### config.mk
export PLATFORM = sky130hd
export DESIGN_NAME = systolic_operand_skewer
export DESIGN_NICKNAME = d
export VERILOG_FILES = /design/src/rtl/systolic_operand_skewer_pkg.sv /design/src/rtl/skew_delay_line.sv /design/src/rtl/systolic_operand_skewer.sv
export SDC_FILE = /design/constraint.sdc
export NUM_CORES = 2
export LEC_CHECK = 0
export ABC_AREA = 1
export CORE_AREA = 2 2 405 407
export DETAILED_ROUTE_END_ITERATION = 8
export DIE_AREA = 0 0 407 409
export MAX_ROUTING_LAYER = met4
export PLACE_DENSITY = 0.74
export SKIP_CTS_REPAIR_TIMING = 1
export SYNTH_ARGS = -nofsm -noshare
export SYNTH_HDL_FRONTEND = slang
export SYNTH_SLANG_ARGS = --single-unit
### constraint.sdc
create_clock -name clk -period 2.87 [get_ports clk]
set_clock_uncertainty 0.05 [all_clocks]
set_input_delay 0.4305 -clock clk [delete_from_list [all_inputs] [get_ports clk]]
set_output_delay 0.4305 -clock clk [all_outputs]
set_load 0.01 [all_outputs]
### src/rtl/systolic_operand_skewer_pkg.sv
// Shared constants and state encoding for the systolic operand skewer.
// Lane slices are N-bit fields packed little-endian into M*N-bit buses.
package systolic_operand_skewer_pkg;

  localparam int N_DEF  = 32;
  localparam int M_DEF  = 8;
  localparam int KW_DEF = 8;

  // Skew of M-1 plus M-1 hops across the array plus one accumulate cycle.
  function automatic int flush_len(input int m);
    return 2 * m - 1;
  endfunction

  localparam int FLUSH_LEN = flush_len(M_DEF);

  typedef enum logic [1:0] {
    IDLE   = 2'b00,
    STREAM = 2'b01,
    FLUSH  = 2'b10,
    DONE   = 2'b11
  } state_t;

  function automatic int lane_lo(input int lane, input int width);
    return lane * width;
  endfunction

endpackage

### src/rtl/skew_delay_line.sv
// Fixed-depth shift register for one skewed lane; shifts every cycle with no stall.
// Output lags input by DEPTH edges; clr zeroes every stage.
module skew_delay_line #(
  parameter int N     = 32,
  parameter int DEPTH = 1
) (
  input  logic         clk,
  input  logic         clr,
  input  logic [N-1:0] d,
  output logic [N-1:0] q
);

  logic [N-1:0] r_stage [DEPTH];

  always_ff @(posedge clk) begin
    if (clr) begin
      for (int s = 0; s < DEPTH; s++) begin
        r_stage[s] <= '0;
      end
    end else begin
      r_stage[0] <= d;
      for (int s = 1; s < DEPTH; s++) begin
        r_stage[s] <= r_stage[s-1];
      end
    end
  end

  assign q = r_stage[DEPTH-1];

endmodule

### src/rtl/systolic_operand_skewer.sv
// Feeds an MxM output-stationary array: lane i of A and B is delayed i+1 edges so operands meet diagonally.
// Accepts one K-slice per in_valid/in_ready cycle in STREAM, then flushes zeros and pulses done.
module systolic_operand_skewer
  import systolic_operand_skewer_pkg::*;
#(
  parameter int N  = N_DEF,
  parameter int M  = M_DEF,
  parameter int KW = KW_DEF
) (
  input  logic           clk,
  input  logic           clr,
  input  logic           start,
  input  logic [KW-1:0]  k_len,
  input  logic           in_valid,
  output logic           in_ready,
  input  logic [M*N-1:0] a_in,
  input  logic [M*N-1:0] b_in,
  output logic [M*N-1:0] a_out,
  output logic [M*N-1:0] b_out,
  output logic           busy,
  output logic           done
);

  localparam int FLUSH_CYC = flush_len(M);
  localparam int FCW       = $clog2(FLUSH_CYC);
  localparam logic [FCW-1:0] FLUSH_LAST = FCW'(FLUSH_CYC - 1);

  state_t         r_state;
  state_t         w_state_nxt;
  logic [KW-1:0]  r_k_len;
  logic [KW-1:0]  r_slice_cnt;
  logic [KW-1:0]  w_slice_inc;
  logic [FCW-1:0] r_flush_cnt;
  logic           w_fire;
  logic [M*N-1:0] w_a_feed;
  logic [M*N-1:0] w_b_feed;

  assign w_fire      = in_valid && (r_state == STREAM);
  assign w_slice_inc = r_slice_cnt + KW'(1);

  // Bubbles and non-STREAM cycles push zero slices so every lane keeps shifting coherently.
  assign w_a_feed = w_fire ? a_in : '0;
  assign w_b_feed = w_fire ? b_in : '0;

  always_ff @(posedge clk) begin
    if (clr) begin
      r_state <= IDLE;
    end else begin
      r_state <= w_state_nxt;
    end
  end

  always_comb begin
    w_state_nxt = r_state;
    in_ready    = 1'b0;
    busy        = 1'b0;
    done        = 1'b0;
    case (r_state)
      IDLE: begin
        if (start) begin
          w_state_nxt = (k_len == '0) ? FLUSH : STREAM;
        end
      end
      STREAM: begin
        in_ready = 1'b1;
        busy     = 1'b1;
        if (w_fire && (w_slice_inc == r_k_len)) begin
          w_state_nxt = FLUSH;
        end
      end
      FLUSH: begin
        busy = 1'b1;
        if (r_flush_cnt == FLUSH_LAST) begin
          w_state_nxt = DONE;
        end
      end
      DONE: begin
        done        = 1'b1;
        w_state_nxt = IDLE;
      end
      default: w_state_nxt = IDLE;
    endcase
  end

  always_ff @(posedge clk) begin
    if (clr) begin
      r_k_len     <= '0;
      r_slice_cnt <= '0;
      r_flush_cnt <= '0;
    end else begin
      case (r_state)
        IDLE: begin
          if (start) begin
            r_k_len     <= k_len;
            r_slice_cnt <= '0;
          end
        end
        STREAM: begin
          if (w_fire) begin
            r_slice_cnt <= w_slice_inc;
          end
        end
        FLUSH: begin
          r_flush_cnt <= (r_flush_cnt == FLUSH_LAST) ? '0 : r_flush_cnt + FCW'(1);
        end
        default: ;
      endcase
    end
  end

  for (genvar g = 0; g < M; g++) begin : g_lane
    skew_delay_line #(.N(N), .DEPTH(g + 1)) u_a_line (
      .clk (clk),
      .clr (clr),
      .d   (w_a_feed[lane_lo(g, N) +: N]),
      .q   (a_out[lane_lo(g, N) +: N])
    );
    skew_delay_line #(.N(N), .DEPTH(g + 1)) u_b_line (
      .clk (clk),
      .clr (clr),
      .d   (w_b_feed[lane_lo(g, N) +: N]),
      .q   (b_out[lane_lo(g, N) +: N])
    );
  end

endmodule

==> impl_metrics.ini <==
[outcome]
status = complete, no violations

[clock_tree]
cts_tree = done
ctsHtreeMaxLevel = 4
cts_buffers = 214
clkSinkCount = 2326
root_buffer = clkbuf_16
cts_max_path_buffers = 3
clock_latency_ps = 840
clkTransAtPathRegs_ps = 60

[global_routing]
grt_pass1_vias = 41548
grt_pass1_wl_um = 222000
grt_max_degree = 245
antenna_found_initial = 45
overflow = 0
globalRouteTotalUtil_pct = 17.7

[place]
io_buffers = 1038
dp_hpwl_um = 102000
gp_congestion = 0.909

[critical_path]
reg2reg_depth = 6
cp_max_fo = 4
worstPathRequired_ps = 2390
criticalPathCategory = reg -> out
arrival_ps = 2190
cp-start-kind = register
rrSetupSlack_ps = 890
crit_path_end_kind = output pin

[routing]
wl_met2_um = 72700
vias = 42400
drt_iter0_drc = 2258
highest_layer = met4
avgRoutedWirePerCell_um = 13.6
met3_length_um = 11500
met1_length_um = 57300
routed_wl_um = 147000
via_per_inst = 3.92
dr.pass1.iters = 6
ant_nets = 0
drc = 0

[floorplanning]
fp.coreArea_mm2 = 0.162
rows = 148
start_util_pct = 42.1
ios = 1039
die_y_um = 409
dieArea_mm2 = 0.166
die_w_um = 407

[cells_and_area]
final_nets = 8949
layout-drive-gt1-share_pct = 4.86
final_util_pct = 53.2
fillers = 13790
area_growth_pct = 26.5

[power]
p_leak_nw = 35.5
power.density_mw_per_mm2 = 766
irDropWorstVdd_mv = 0.710

[logic_synthesis]
synthCells = 7676
synth_seq_cells = 2326
synthArstFlopShare_pct = 0
netlist_area_mm2 = 0.0682
synth-main-ff-cell = dfxtp_1
syn_area_per_cell_um2 = 8.89
syn_nets = 8205
ys_warn_count = 0
synth_cell_types = 28
synth_edf_count = 0
ys_seq_area_share_pct = 68.3

[timing]
finalSetupViolCount = 0
post-route-period-util_pct = 93.0
max_freq_mhz = 375
period_minus_slack_ps = 2670
whs_ps = 27.1
tightest_slew_ps = 1160
maxSlewHeadroom_pct = 22.7
slew_viol_final = 0
rsz0062_at_grt = false
setup_tns_ps = 0
finalHoldViolCount = 0

[worst_hold_path]
hold_class = in -> reg
whs_path_depth = 3

[flow_run]
drv_cap = 0
[worst paths after layout]
path | start | to
worst max-delay path | r_state[0]$_SDFFE_PP0P_ | busy
worst min-delay path | a_in[177] | g_lane[5].u_a_line.r_stage[0][17]$_SDFF_PP0_
worst max register to register | r_state[1]$_SDFFE_PP0P_ | g_lane[5].u_b_line.r_stage[0][5]$_SDFF_PP0_
worst min register to register | g_lane[7].u_a_line.r_stage[0][203]$_SDFF_PP0_ | g_lane[7].u_a_line.r_stage[0][235]$_SDFF_PP0_
[flip-flops by register name, summed over array words and instances, names as in the netlist]
signal / count
r_slice_cnt: 8
g_lane.u_a_line.r_stage: 1152
r_k_len: 8
g_lane.u_b_line.r_stage: 1152
r_flush_cnt: 4
r_state: 2
[routing by layer]
metal  GRT usage, %  vias up
li1               -    21990
met1           18.5    19079
met2           30.3     1014
met3           5.91      317
met4           7.66        0
met5              -        -
[cell usage after synthesis (3+ instances only)]
library cell	instances	share of area [%]
nor2_1	2327	13
dfxtp_1	2326	68
inv_1	2325	13
buf_4	320	3.5
buf_2	151	1.1
clkbuf_1	108	0.59
nand2_1	43	0.24
a21oi_1	17	0.12
nand3_1	16	0.12
o21ai_0	11	0.081
ha_1	5	0.092
nand2_2	3	0.028
nand4_1	3	0.028
[power breakdown]
part	internal (W)	leakage (nW)	switching [W]	total, W
Clock	0.0170	3.71	0.0125	0.0295
Combinational	0.00140	13.0	0.00176	0.00316
Sequential	0.0332	18.8	0.000300	0.0335
[cell type report]
class	instances	area [um^2]	share of cell area, %
clock inverter	105	1500	1.73
inverter	2326	8730	10.1
tap	2175	2720	3.15
sequential	2326	46600	54.0
timing repair buffer	1107	11100	12.9
clock buffer	292	6120	7.09
multi-input combinational	2445	9380	10.9
antenna	46	115	0.133
[kinds of logic (layout without fill, tap and decap cells)]
group	Yosys count	after routing	synth area share [%]
fa+ha+maj	5	5	0.0917
buf+inv	2905	3830	18.0
flops	2326	2326	68.3
other cells	0	46	0
xor+xnor	1	1	0.0128
simple gates	2402	2402	13.3
mux	1	1	0.0147
compound gates	36	36	0.288
[stage by stage]
stage / cells / cell area (um^2) / worst slack, ps / power [W]
after global placement: 10352 / 78300 / 466 / 0.0372
after floorplan: 7676 / 68200 / 1220 / 0.0357
final: 10822 / 86300 / 202 / 0.0661
after global routing: 10820 / 86300 / 83.6 / 0.0685
after CTS: 10749 / 85900 / 50.9 / 0.0668
after detailed placement: 10352 / 78300 / 402 / 0.0373
[worst max-delay path, stage by stage (launching register included)]
cell	delay, ps
dfxtp_1	390
inv_1	80
ha_1	310
clkdlybuf4s50_1	620
[cells in the final DEF, fill, tap and decap left out, types with 2 or more instances in the layout]
| cell | n |
|---|---|
| nand2_2 | 3 |
| and2_1 | 2 |
| inv_1 | 2325 |
| buf_12 | 12 |
| nor2_1 | 2327 |
| clkinv_16 | 15 |
| o21bai_1 | 2 |
| nand3_1 | 15 |
| nand2_1 | 43 |
| nand4_1 | 3 |
| bufinv_16 | 21 |
| dfxtp_1 | 2326 |
| clkinv_2 | 47 |
| nor4_1 | 2 |
| clkbuf_8 | 47 |
| clkbuf_16 | 214 |
| buf_4 | 30 |
| dlygate4sd3_1 | 27 |
| clkbuf_1 | 31 |
| ha_1 | 4 |
| a31oi_1 | 2 |
| diode_2 | 46 |
| clkinvlp_4 | 11 |
| clkdlybuf4s50_1 | 1037 |
| o21ai_0 | 11 |
| nand3b_1 | 2 |
| a21oi_1 | 17 |
| a211oi_1 | 2 |
| inv_6 | 8 |
| clkinv_4 | 3 |
(Power assumes the default switching activity.)
